==> config.mk <==
export PLATFORM = sky130hd
export DESIGN_NAME = lut_cmp_seq_flat
export DESIGN_NICKNAME = d
export VERILOG_FILES = /design/src/rtl/lut_cmp_seq_if.sv /design/src/rtl/lut_cmp_seq.sv /design/src/flat_wrapper.sv
export SDC_FILE = /design/constraint.sdc
export NUM_CORES = 1
export LEC_CHECK = 0
export ABC_AREA = 1
export CAP_MARGIN = 20
export CORE_UTILIZATION = 48
export CTS_CLUSTER_DIAMETER = 50
export DETAILED_ROUTE_END_ITERATION = 12
export DONT_BUFFER_PORTS = 1
export PLACE_DENSITY = 0.62
export SETUP_SLACK_MARGIN = 0.5
export SLEW_MARGIN = 20
export SYNTH_ARGS = -nofsm -noshare
export SYNTH_HDL_FRONTEND = slang
export SYNTH_SLANG_ARGS = --single-unit
==> constraint.sdc <==
create_clock -name CLK -period 1.4 [get_ports CLK]
set_input_delay 0.28 -clock CLK [delete_from_list [all_inputs] [get_ports CLK]]
set_output_delay 0.28 -clock CLK [all_outputs]
set_load 0.02 [all_outputs]
==> src/rtl/lut_cmp_seq_if.sv <==
// Valid/ready handshake bundle for lut_cmp_seq: operand in, 1-bit compare result out.
interface lut_cmp_seq_if #(
  parameter int WIDTH = 16
);
  logic             IN_VALID;
  logic             IN_READY;
  logic [WIDTH-1:0] A;
  logic             OUT_VALID;
  logic             OUT_READY;
  logic             Y;

  modport master (
    output IN_VALID, A, OUT_READY,
    input  IN_READY, OUT_VALID, Y
  );

  modport slave (
    input  IN_VALID, A, OUT_READY,
    output IN_READY, OUT_VALID, Y
  );
endinterface

==> src/rtl/lut_cmp_seq.sv <==
// Chunk-serial compare of A against a constant, LUT_WIDTH bits per cycle, MSB chunk first.
// Define LUT_CMP_EARLY_EXIT_EN to finish on the first differing chunk (data-dependent latency).
module lut_cmp_seq #(
  parameter int               WIDTH     = 16,
  parameter int               LUT_WIDTH = 4,
  parameter int               OP        = 0,
  parameter int               SIGNED    = 0,
  parameter logic [WIDTH-1:0] CONST     = '0
) (
  input  logic         CLK,
  input  logic         SRST,
  lut_cmp_seq_if.slave bus
);

  localparam int NCHUNK = (WIDTH + LUT_WIDTH - 1) / LUT_WIDTH;
  localparam int PW     = NCHUNK * LUT_WIDTH;
  localparam int CW     = (NCHUNK > 1) ? $clog2(NCHUNK) : 1;

  if (WIDTH < 1) begin : g_bad_width
    $error("lut_cmp_seq: WIDTH must be >= 1");
  end
  if (LUT_WIDTH < 1 || LUT_WIDTH > 8) begin : g_bad_lut_width
    $error("lut_cmp_seq: LUT_WIDTH must be 1..8");
  end
  if (OP < 0 || OP > 3) begin : g_bad_op
    $error("lut_cmp_seq: OP must be 0..3");
  end

  // Flipping the sign bit turns a two's-complement compare into an unsigned one.
  function automatic logic [PW-1:0] prep(input logic [WIDTH-1:0] v);
    logic [PW-1:0] r;
    r            = '0;
    r[WIDTH-1:0] = v;
    if (SIGNED != 0) r[WIDTH-1] = ~r[WIDTH-1];
    return r;
  endfunction

  localparam logic [PW-1:0] CONST_P = prep(CONST);

  function automatic logic [LUT_WIDTH-1:0] const_chunk(input logic [CW-1:0] idx);
    logic [LUT_WIDTH-1:0] r;
    r = '0;
    for (int i = 0; i < NCHUNK; i++) begin
      if (idx == CW'(i)) r = CONST_P[(NCHUNK-1-i)*LUT_WIDTH +: LUT_WIDTH];
    end
    return r;
  endfunction

  function automatic logic map_op(input logic lt, input logic eq);
    case (OP)
      0:       return lt;
      1:       return lt | eq;
      2:       return !lt && !eq;
      default: return !lt;
    endcase
  endfunction

  typedef enum logic [1:0] {S_IDLE, S_SCAN, S_DONE} state_e;

  state_e          state_q, state_d;
  logic [PW-1:0]   a_q, a_d;
  logic [CW-1:0]   cnt_q, cnt_d;
  logic            decided_q, decided_d;
  logic            lt_q, lt_d;
  logic            y_q, y_d;
  logic            out_valid_q, out_valid_d;
  logic            in_ready_q, in_ready_d;

  logic [LUT_WIDTH-1:0] a_chunk, c_chunk;
  logic                 differ, last, dec_n, lt_n, finish;

  always_comb begin
    // NOTE: every signal written here gets a default first, so no path can infer a latch.
    state_d     = state_q;
    a_d         = a_q;
    cnt_d       = cnt_q;
    decided_d   = decided_q;
    lt_d        = lt_q;
    y_d         = y_q;
    out_valid_d = out_valid_q;
    in_ready_d  = in_ready_q;

    a_chunk = a_q[PW-1 -: LUT_WIDTH];
    c_chunk = const_chunk(cnt_q);
    differ  = (a_chunk != c_chunk);
    last    = (cnt_q == CW'(NCHUNK - 1));
    dec_n   = decided_q | differ;
    lt_n    = decided_q ? lt_q : (a_chunk < c_chunk);
`ifdef LUT_CMP_EARLY_EXIT_EN
    finish  = last || (!decided_q && differ);
`else
    finish  = last;
`endif

    case (state_q)
      S_IDLE: begin
        if (bus.IN_VALID) begin
          state_d    = S_SCAN;
          a_d        = prep(bus.A);
          cnt_d      = '0;
          decided_d  = 1'b0;
          lt_d       = 1'b0;
          in_ready_d = 1'b0;
        end
      end
      S_SCAN: begin
        a_d       = a_q << LUT_WIDTH;
        decided_d = dec_n;
        lt_d      = lt_n;
        if (finish) begin
          state_d     = S_DONE;
          out_valid_d = 1'b1;
          y_d         = map_op(lt_n, !dec_n);
        end else begin
          cnt_d = cnt_q + CW'(1);
        end
      end
      S_DONE: begin
        if (bus.OUT_READY) begin
          state_d     = S_IDLE;
          out_valid_d = 1'b0;
          in_ready_d  = 1'b1;
        end
      end
      default: state_d = S_IDLE;
    endcase
  end

  // NOTE: state uses non-blocking assignments so every flop samples pre-edge values.
  always_ff @(posedge CLK) begin
    if (SRST) begin
      state_q     <= S_IDLE;
      a_q         <= '0;
      cnt_q       <= '0;
      decided_q   <= 1'b0;
      lt_q        <= 1'b0;
      y_q         <= 1'b0;
      out_valid_q <= 1'b0;
      in_ready_q  <= 1'b1;
    end else begin
      state_q     <= state_d;
      a_q         <= a_d;
      cnt_q       <= cnt_d;
      decided_q   <= decided_d;
      lt_q        <= lt_d;
      y_q         <= y_d;
      out_valid_q <= out_valid_d;
      in_ready_q  <= in_ready_d;
    end
  end

  // Ready is masked by reset so no handshake can complete in a reset cycle.
  assign bus.IN_READY  = in_ready_q & ~SRST;
  assign bus.OUT_VALID = out_valid_q;
  assign bus.Y         = y_q;

endmodule

==> src/flat_wrapper.sv <==
// flat-port wrapper written by rule: the top's interface ports become plain ports
module lut_cmp_seq_flat 
#(
  parameter int               WIDTH     = 16,
  parameter int               LUT_WIDTH = 4,
  parameter int               OP        = 0,
  parameter int               SIGNED    = 0,
  parameter logic [WIDTH-1:0] CONST     = '0
)
  (CLK, SRST, bus_IN_VALID, bus_A, bus_OUT_READY, bus_IN_READY, bus_OUT_VALID, bus_Y);
  lut_cmp_seq_if #(.WIDTH(WIDTH)) bus_i ();
  input  logic CLK;
  input  logic SRST;
  input wire logic [$bits(bus_i.IN_VALID)-1:0] bus_IN_VALID;
  input wire logic [$bits(bus_i.A)-1:0] bus_A;
  input wire logic [$bits(bus_i.OUT_READY)-1:0] bus_OUT_READY;
  output wire logic [$bits(bus_i.IN_READY)-1:0] bus_IN_READY;
  output wire logic [$bits(bus_i.OUT_VALID)-1:0] bus_OUT_VALID;
  output wire logic [$bits(bus_i.Y)-1:0] bus_Y;
  assign bus_i.IN_VALID = bus_IN_VALID;
  assign bus_i.A = bus_A;
  assign bus_i.OUT_READY = bus_OUT_READY;
  assign bus_IN_READY = bus_i.IN_READY;
  assign bus_OUT_VALID = bus_i.OUT_VALID;
  assign bus_Y = bus_i.Y;
  lut_cmp_seq #(.WIDTH(WIDTH), .LUT_WIDTH(LUT_WIDTH), .OP(OP), .SIGNED(SIGNED), .CONST(CONST)) u_core (.CLK(CLK), .SRST(SRST), .bus(bus_i));
endmodule
==> key figures <==
Pwr
  – Power Dens Cells: 904 mW/mm^2
  – Design Power: 1.56 mW
  – Lkg Pwr: 0.793 nW
  – Maximum VDD drop: 0.581 mV

Setup path
  – Reg-to-reg startpoint: u_core.state_q[0]
  – FF-to-FF End: u_core.a_q[8]
  – Critical Path Start Type: flip-flop
  – Crit path capture: u_core.a_q[8]
  – Crit-path slowest cell: dfxtp_4
  – Crit path launch: u_core.state_q[0]
  – FF-to-FF path depth: 8
  – Top delay family on crit path: simple AND/OR/NAND/NOR gates
  – CP endpoint kind: flip-flop
  – Worst path cell trace: buf_6, inv_4, nor2_4, buf_6, nand2_1, nand2_1, nor2_1, nor2_1
  – Critical path's largest stage delay: 400 ps
  – Critical path class: reg -> reg
  – Req. time, crit path: 1670 ps
  – Crit Path Max Fanout: 10
  – WP data arrival: 1440 ps
  – Buf/Inv on CP: 3
  – Reg2reg setup slack: 240 ps
  – Stages on the worst setup path: 8

Timing
  – Setup TNS: 0 ps
  – Relative slew slack: 0.829
  – Endpoints failing setup: 0
  – Worst-Margin Slew: 255 ps
  – Fin crit share: 0.832
  – Skew final: 16.0 ps
  – Fin. max-slew vios: 0
  – Hold Fails Final Rpt: 0
  – Min cycle time layout: 1160 ps
  – RSZ-0062 raised after global routing: true
  – Peak Freq: 858 MHz

Floorplan
  – Placeable Area: 0.00230 mm^2
  – Full die area: 0.00274 mm^2
  – # IOs: 23
  – Starting Density: 0.531
  – Die Span Y: 52.4 um
  – Row cnt: 17
  – Die width: 52.4 um

Synthesis
  – Top cells by area, synth: dfxtp_1 (41%), nand2_1 (24%), nor2_1 (10%)
  – Synth warn: 0
  – Register area share after synthesis: 0.411
  – Synthesized net count: 213
  – Seq cells post-synth: 25
  – Top-count cell post-synth: nand2_1
  – Syn Std Cell Area: 0.00122 mm^2
  – Asr flop ratio synth: 0
  – Cell count after synthesis: 192
  – Mean Syn Cell Area: 6.35 um^2
  – Library cells used by synthesis: 16
  – Top-area cell type share of the netlist area: 0.411
  – Prevailing post-synth register cell: dfxtp_1
  – Largest area contributor in the netlist: dfxtp_1
  – Number of flops mapped to enable cells by yosys: 0
  – Synth top cells by count: nand2_1 (79), nor2_1 (34), dfxtp_1 (25)

Place
  – Port Buf Inserts: 0
  – Post-DP HPWL: 1730 um
  – GPL Wtd Cong: 0.752

Clock network
  – Clock Pin Slew Worst Setup and Hold Paths: 160 ps
  – CTS sink count: 25
  – Clock root buffer: clkbuf_4
  – Worst-case clock buffer depth: 2
  – CTS tree: built
  – H-tree Lvls: 1
  – Clock Latency Late Sink: 330 ps
  – Num CTS Buffers: 3

Layout
  – Nets: 232
  – N_diodes: 0
  – Share of cells above drive strength 1: 0.362
  – P&R area growth vs syn: 41.9%
  – Fillers: 169

Global routing
  – Global Route Usage Sum: 0.245
  – Antenna violations before repair: 0
  – First-pass GRT wire length: 4900 um
  – GRT met2 Usage: 0.462
  – Most used routing layer in global routing: met2
  – GR Layer Usage met3: 0.0348
  – Largest net degree at the start of global routing: 16
  – Number of global-route vias before repair: 1144
  – GRT met1 Usage: 0.260
  – GRT overflow: 0

Detailed routing
  – DRC: 0
  – Avg Vias per Cell: 5.05
  – Vias: 1201
  – TritonRoute pass-1 iters: 4
  – Initial DRC Count: 20
  – Routed length per placed instance: 14.1 um
  – Final ANT Viol Nets: 0
  – Final WL: 3360 um

Outcome
  – Status: complete, no violations

Min path
  – Hold Crit Class: in -> reg

Flow run
  – MaxCap Viol Count: 0
## final cells by class
type,count,area [um^2],area share
Timing Repair Buffer,22,299,0.173
Clock inverter,1,7.51,0.00434
Tap cell,28,35.0,0.0203
Inverter,21,83.8,0.0485
Clock buffer,3,22.5,0.0130
Sequential cell,25,519,0.300
Multi-Input combinational cell,138,762,0.441
## cell families (layout without fill, tap and decap cells)
| kind of cell | Yosys count | in the layout | share of synthesized area |
|---|---|---|---|
| adders and majority gates | 1 | 1 | 0.0103 |
| buffers and inverters | 29 | 47 | 0.116 |
| DFF | 25 | 25 | 0.411 |
| and+or+nand+nor | 125 | 125 | 0.405 |
| AOI/OAI and AO/OA | 12 | 12 | 0.0585 |
## registers in the layout (all words and copies together) (netlist names)
| name | flops |
|---|---|
| u_core.state_q | 2 |
| u_core.bus.OUT_VALID | 1 |
| u_core.a_q | 16 |
| u_core.in_ready_q | 1 |
| u_core.cnt_q | 2 |
| u_core.lt_q | 1 |
| u_core.decided_q | 1 |
| u_core.bus.Y | 1 |
## per-stage QoR
step                utilization  hold WS (ps)  worst slack [ps]  area (um^2)  cells
detailed placement        0.540           347               152         1240    217
floorplan                     -           425               381         1240    192
CTS                       0.672         0.109               224         1540    233
global route              0.753          65.6               202         1730    238
global placement          0.540           350               219         1240    217
finish                    0.753          79.9               235         1730    238
## per-layer routing
metal	wire, um	vias to the layer above
met5	0	-
met4	74	0
met3	99	6
met2	1820	23
met1	1370	556
li1	-	616
## report_power, final
group / switching [mW] / internal (mW)
logic: 0.220 / 0.207
registers: 0.0330 / 0.758
clock network: 0.235 / 0.109
## worst reg2reg max path: cells and delay by family (launching register included)
| kind | cells | cell delay, ps |
|---|---|---|
| simple gates | 5 | 420 |
| flops | 1 | 400 |
| buf+inv | 3 | 310 |
## worst min path at each step
stage / from / endpoint / depth (start not counted)
floorplan: bus_OUT_READY / u_core.in_ready_q / 2
global placement: SRST / u_core.state_q[1] / 1
detailed placement: SRST / u_core.state_q[1] / 1
CTS: SRST / u_core.a_q[3] / 1
global route: bus_OUT_READY / u_core.in_ready_q / 2
finish: bus_OUT_READY / u_core.in_ready_q / 2
## layout by cell type, fill, tap and decap left out, drive strengths merged
| cell | n |
|---|---|
| nand2 | 79 |
| nand3b | 1 |
| clkinvlp | 1 |
| clkinv | 1 |
| ha | 1 |
| clkbuf | 5 |
| o21ai | 2 |
| a21oi | 10 |
| dlygate4sd3 | 2 |
| nor2 | 35 |
| inv | 20 |
| dfxtp | 25 |
| nand3 | 10 |
| buf | 18 |
## timing repair
item	in CTS	in global routing
gates resized for setup	45	33
cloned	2	2
buffers inserted	9	2
setup endpoints to repair	28	28
endpoints found under the hold margin	3	4
pin swaps	14	11
hold buffers	1	1
Note: power is estimated with default switching activity, not from simulation.
